$ cat src/rtl/tia_object_position_counter.sv
// tia_object_position_counter
// One object's 160-position horizontal counter. It advances on the visible
// motion clock (hblank low) or on an extra-clock strobe (ec_bar low), and it
// emits one-cycle start strobes for the main copy and the NUSIZ duplicates.
// Optional feature macro: TIA_OBJECT_POSITION_COUNTER_COPIES_EN enables the
// NUSIZ duplicate-copy decode. When the macro is undefined, start_copy is
// held at 0 and nusiz is ignored.
module tia_object_position_counter #(
  parameter int COUNT_MAX  = 160,
  parameter int RESET_LOAD = 0
) (
  input  logic       clk,
  input  logic       r,
  input  logic       hblank,
  input  logic       ec_bar,
  input  logic       resp,
  input  logic [2:0] nusiz,
  output logic [7:0] pos,
  output logic       start,
  output logic       start_copy
);

  localparam logic [7:0] LP_LAST = 8'(COUNT_MAX - 1);
  localparam logic [7:0] LP_LOAD = 8'(RESET_LOAD);

  logic [7:0] r_pos;
  logic       r_start;
  logic       r_start_copy;
  logic       w_adv;
  logic [7:0] w_nxt;
  logic       w_copy_hit;

`ifdef TIA_OBJECT_POSITION_COUNTER_COPIES_EN
  function automatic logic copy_hit(input logic [2:0] sel, input logic [7:0] v);
    case (sel)
      3'b001:  copy_hit = (v == 8'd16);
      3'b010:  copy_hit = (v == 8'd32);
      3'b011:  copy_hit = (v == 8'd16) || (v == 8'd32);
      3'b100:  copy_hit = (v == 8'd64);
      3'b110:  copy_hit = (v == 8'd32) || (v == 8'd64);
      default: copy_hit = 1'b0;
    endcase
  endfunction

  assign w_copy_hit = copy_hit(nusiz, w_nxt);
`else
  // Duplicate copies are not drawn in this build; nusiz is deliberately unused.
  logic w_unused_nusiz;
  assign w_unused_nusiz = ^nusiz;
  assign w_copy_hit     = 1'b0;
`endif

  // Motion clock and extra clock are OR-ed: both together still give one step.
  assign w_adv = ~hblank | ~ec_bar;
  assign w_nxt = (r_pos == LP_LAST) ? 8'd0 : r_pos + 8'd1;

  // Counter and start strobes, priority r > resp > advance > hold.
  always_ff @(posedge clk) begin
    if (r) begin
      r_pos        <= 8'd0;
      r_start      <= 1'b0;
      r_start_copy <= 1'b0;
    end else if (resp) begin
      r_pos        <= LP_LOAD;
      r_start      <= 1'b0;
      r_start_copy <= 1'b0;
    end else if (w_adv) begin
      r_pos        <= w_nxt;
      r_start      <= (w_nxt == 8'd0);
      r_start_copy <= w_copy_hit;
    end else begin
      r_start      <= 1'b0;
      r_start_copy <= 1'b0;
    end
  end

  assign pos        = r_pos;
  assign start      = r_start;
  assign start_copy = r_start_copy;

endmodule

$ cat config.mk
export PLATFORM = sky130hd
export DESIGN_NAME = tia_object_position_counter
export DESIGN_NICKNAME = d
export VERILOG_FILES = /design/src/rtl/tia_object_position_counter.sv
export SDC_FILE = /design/constraint.sdc
export NUM_CORES = 1
export LEC_CHECK = 0
export CAP_MARGIN = 0
export CORE_UTILIZATION = 35
export DETAILED_ROUTE_END_ITERATION = 6
export HOLD_SLACK_MARGIN = 0.08
export MAX_ROUTING_LAYER = met4
export PLACE_DENSITY = 0.63
export SLEW_MARGIN = 20
export SYNTH_ARGS = -nofsm -noshare
export SYNTH_HDL_FRONTEND = slang
export SYNTH_SLANG_ARGS = --single-unit
export TNS_END_PERCENT = 20
$ cat constraint.sdc
create_clock -name clk -period 2 [get_ports clk]
set_clock_uncertainty 0.2 [all_clocks]
set_input_delay 0.3 -clock clk [delete_from_list [all_inputs] [get_ports clk]]
set_output_delay 0.3 -clock clk [all_outputs]
set_load 0.03 [all_outputs]
== Word level (Yosys, flattened, before mapping) ==
Index checks and enable logic that the tools add are counted.

* Order comparisons: 0
* Div/mod/pow operators: 0
* Shift-type cells: 0
* Bitwise logic cells: 4
* Muxes and demuxes: 1
* $add $sub $neg: 1
* Multiply operators: 0
* Reduce and logical (&&, ||, !) cells: 3
* Eq/ne operators: 1

{| class="wikitable"
|+ Operators with widths
! cell !! count
|-
| 8-bit by 1-bit adder with 8-bit output (second input constant) || 1
|-
| 8-bit equality test (second input constant) || 1
|-
| 8-bit zero test || 1
|-
| 8-bit 2-to-1 mux || 1
|-
| 1-bit inverter || 3
|-
| 3-bit OR reduction || 1
|-
| 2-bit OR reduction || 1
|-
| 1-bit bitwise OR || 1
|}

* Memories: 0
* Bits in latches: 0
* Bits in read-only memories: 0
* Bits of input ports: 8
* Flip-flop bits (word level): 9
* Word-level logic and storage cells: 12
* Memory bits (writable): 0

== Longest topological paths before layout ==
Gate-level depths: netlist of run 1.

* Depth in word-level cells: 4
* Depth in mapped cells: 6
* Gate-level depth less buffers: 5

== Worst setup path before layout of run 1 ==
No wires, ideal clock.

* Kind: reg2reg
* Start point: reg r_pos[0], in the netlist pos[0]
* End point: reg r_start, in the netlist start
* Buffers on the path: 1
* Cell stages (with the launch flop): 7
* Required time: 1.740 ns
* Library setup time: 0.060 ns
* Path slack: 0.156 ns
* Arrival time: 1.584 ns
* Cell sequence: dfxtp_1 > ha_1 > and4_4 > buf_6 > or3_1 > o211ai_1 > and3_1

* Longest elaborated chain between the ends: 3
* Elaborated cells between the ends (all ways): 4
* Classes of those cells: 1 x add/sub; 1 x eq/ne; 1 x mux; 1 x reduce/logical

{| class="wikitable"
|+ RTL lines
! what !! line !! RTL
|-
| from (decl) || 26 || <nowiki>logic [7:0] r_pos;</nowiki>
|-
| from (signal assigned) || 68 || <nowiki>r_pos <= w_nxt;</nowiki>
|-
| 8-bit by 1-bit adder with 8-bit output / 8-bit equality test (equally long branches) || 55 || <nowiki>assign w_nxt = (r_pos == LP_LAST) ? 8'd0 : r_pos + 8'd1;</nowiki>
|-
| 8-bit 2-to-1 mux (*) || 55 ||
|-
| 8-bit zero test (*) || 69 || <nowiki>r_start <= (w_nxt == 8'd0);</nowiki>
|-
| to (signal assigned) || 69 ||
|-
| to (decl) || 27 || <nowiki>logic r_start;</nowiki>
|}

Mark *: on every way between the ends. The rest lies on a longest branch, timed or not.
A chain may end at the register's enable or synchronous reset.

== Final worst setup path of run 1 ==
* Start point: reg r_pos[7], in the netlist pos[7]
* End point: out pos[7]

{| class="wikitable"
|+ RTL lines
! what !! line !! RTL
|-
| to (decl) || 18 || <nowiki>output logic [7:0] pos,</nowiki>
|}

No word-level cell between the ends.

==> key figures, run 1 <==
Clock network
  • CTS Buf Count: 3
  • Clk slew on worst S/H paths: 0.06 ns
  • Maximum number of buffers from clock root to sink: 2
  • Post-CTS Setup Inserts: 0
  • H-Tree Depth: 1
  • Clock sink count: 9
  • Skew-Pair Late Insertion Delay: between 0.2 and 0.3 ns
  • CTS tree: done
  • Root buffer selected by CTS: sky130_fd_sc_hd__clkbuf_4

Final layout
  • Total area of multi-input combinational cells: between 300 and 400 um^2
  • # diodes: 0
  • Fin nets: 96
  • Post-route design area: just over 700 um^2
  • Share of final-layout standard cells stronger than drive strength 1: 0.129
  • Register Area: between 150 and 200 um^2
  • Area grow syn2layout: 31.0%
  • Filler instances: around 130

Detailed routing
  • Number of remaining DRC errors: 0
  • Number of search-and-repair iterations in the first detailed-routing pass: 4
  • Detailed-route vias per instance: ~5.3
  • Wirelength per Cell: ~11 um
  • Antenna viol nets, final: 0
  • Detailed-route via count: ~530
  • Number of DRC violations after detailed-routing iteration 0: 9
  • Wire length reported by the detailed router: around 1100 um

Die
  • Number of top-level pins: 18
  • Starting Density: 0.400
  • CORE AREA: between 1000 and 1500 um^2
  • Die Area: between 1500 and 2000 um^2
  • Y dimension of the die: between 40 and 50 um
  • Placement Rows: 13
  • Chip width: about 42 um

Run status
  • Run status: finished clean

STA
  • Shortest period the worst path allows: between 1.5 and 2 ns
  • Number of slew-limit violations in the final report: 0
  • Number of endpoints with negative hold slack in the final report: 0
  • RSZ-0062 raised after global routing: no
  • Achievable Freq: about 0.51 GHz
  • Final-layout worst hold slack: roughly 0.34 ns
  • Fin Setup TNS: 0 ns
  • Fraction of the cycle the final worst path needs: 0.974
  • Setup Viol. Count Final: 0

Global routing
  • Total global-route track usage: 0.152
  • Largest net degree at the start of global routing: 11
  • Number of global-route vias before repair: approximately 430
  • Global routing usage on met3: 0.0261
  • Grt peak-use layer: met2
  • Antenna violations before repair: 0
  • Total overflow reported by the global router: 0
  • Wire length of the first global-routing pass: 1970 um
  • Grt met1 use: 0.198
  • Met2 usage in global routing: 0.206

Logic synthesis
  • Count of unique library cells instantiated by Yosys: 30
  • Fraction of registers with async set/reset: 0
  • Primary FF master, synth: sky130_fd_sc_hd__dfxtp_1
  • Register bit count reported by yosys: 9
  • Cell count after synthesis: 70
  • Total of warnings raised by yosys: 0
  • Synth top area share: 0.326
  • Syn avg cell area: 7.90 um^2
  • Sequential fraction of the synthesis area: 0.326
  • Syn Std Cell Area: 553 um^2
  • Post-synthesis net count: 80
  • Top-count cell post-synth: sky130_fd_sc_hd__nand2_1
  • Number of enable flip-flop cells after synthesis: 0
  • Post-synth top cells: sky130_fd_sc_hd__nand2_1, sky130_fd_sc_hd__dfxtp_1, sky130_fd_sc_hd__nor2_1, sky130_fd_sc_hd__nand3_1
  • Largest area contributor in the synthesized netlist: sky130_fd_sc_hd__dfxtp_1
  • Top cells by area in the synthesized netlist: sky130_fd_sc_hd__dfxtp_1, sky130_fd_sc_hd__nand2_1, sky130_fd_sc_hd__nor2_1

Critical path
  • CP Capture Type: primary output
  • Cell with the biggest individual delay on the critical path: sky130_fd_sc_hd__clkdlybuf4s50_1
  • WP data required: approximately 1.5 ns
  • Maximum fanout along the worst path: 8
  • Kind of critical path: reg -> out
  • Number of buffer and inverter instances along the worst setup path: 1
  • R2r worst-path depth: 5
  • End of the worst register-to-register path: start
  • Worst reg2reg startpoint: pos[0]
  • Slack of the worst reg-to-reg path: roughly 0.28 ns
  • Ordered cell list for the critical path: clkdlybuf4s50_1
  • Type of origin of the critical path: register
  • Arrival @ worst endpoint: ~1.5 ns
  • Maximum single-stage delay on the critical path: roughly 0.72 ns
  • Crit path max-delay family: buffers and inverters

Hold path
  • Depth of the worst hold-timing path: 2
  • Hold endpoint: pos[1]
  • Worst hold path startpoint: pos[1]
  • Min-delay worst type: reg -> reg

Placed design
  • Post-DP Area: about 700 um^2
  • Placer congestion estimate: slightly below 0.8
  • PortBufs: 13
  • DP HPWL: roughly 830 um

Power
  • Power per standard cell area: 504 nW/um^2
  • Internal power component: roughly 0.00027 W
  • Part of the power in registers: 0.505
  • Switching Share: 0.249
  • Combinational share of power: 0.093
  • Share of total power in the clock network: 0.402
  • Largest vdd supply drop: 306 uV
  • Total leakage power: 0.322 nW
  • Power Total: around 0.00037 W
  • Switching power total: 0.0000910 W

Flow run
  • Count of maximum capacitance violations: 0
==> power by group through the flow <==
stage               Combinational (W)  Sequential [W]  Clock [W]
finish                      0.0000340        0.000184   0.000147
global route                0.0000377        0.000184   0.000160
CTS                         0.0000340        0.000184   0.000151
detailed placement          0.0000338        0.000188          0
global placement            0.0000338        0.000188          0
floorplan                   0.0000159        0.000191          0
==> per-layer routing <==
metal | part of all wire | vias to the layer above
met5 | 0 | -
met4 | 0.035 | 0
li1 | - | 278
met2 | 0.44 | 10
met3 | 0.032 | 5
met1 | 0.49 | 240
==> repair_timing <==
action                     CTS  global route
hold buffers                 0             0
gates resized for setup      0             3
setup endpoints to repair    0             3
==> worst max path at each step <==
stage               cells past startpoint  slack [ns]      to  startpoint
floorplan                               6        0.16   start      pos[0]
global placement                        5        0.26  pos[7]      hblank
detailed placement                      5        0.24  pos[7]      hblank
CTS                                     1        0.04  pos[3]      pos[3]
global route                            1       0.004  pos[7]      pos[7]
finish                                  1        0.05  pos[7]      pos[7]
==> cell usage in the layout, fill, tap and decap left out, drive strengths merged, types with 3 or more instances in the layout <==
cell | synthesis | routed
nor2 | 9 | 9
clkdlybuf4s50 | 0 | 10
nand2 | 10 | 10
a21oi | 3 | 3
dfxtp | 9 | 9
dlymetal6s2s | 0 | 3
nand3 | 7 | 7
xor2 | 3 | 3
nor3 | 4 | 4
clkbuf | 2 | 4
==> registers in the layout, summed over array words and instances, names as in the netlist <==
| signal | count |
|---|---|
| start | 1 |
| pos | 8 |
==> metrics by stage <==
step            util  setup WS, ns  std cells
3_5_place_dp   0.500         0.242         96
5_1_grt        0.524       0.00439        100
3_3_place_gp   0.500         0.260         96
6_report       0.524        0.0517        100
4_1_cts        0.519        0.0355        100
2_1_floorplan      -         0.156         70
==> cells by family after synthesis <==
logic type / Yosys count / share of synthesized area
AOI/OAI and AO/OA: 10 / 0.115
xor gates and xnor gates: 4 / 0.0634
adders and majority gates: 2 / 0.0452
buffers and inverters: 4 / 0.0475
DFF: 9 / 0.326
muxes: 2 / 0.0385
other: 1 / 0.00678
and+or+nand+nor: 38 / 0.358
==> final cells by class <==
type,count,area share
timing repair buffer,15,0.211
tap,15,0.0259
clock buffer,4,0.0363
sequential,9,0.249
multi-input combinational,57,0.478
Power figures use the tool's default switching activity.
==> inputs of run 2 (changes only) <==
- CTS_CLUSTER_SIZE: unset -> 8
==> results of run 2 <==
No change in the layout: final DEF, timing and power equal those of run 1.
==> inputs of run 3 (changes only) <==
- SLEW_MARGIN: 20 -> 10
==> results of run 3 <==
No change in the layout: final DEF, timing and power equal those of run 1.
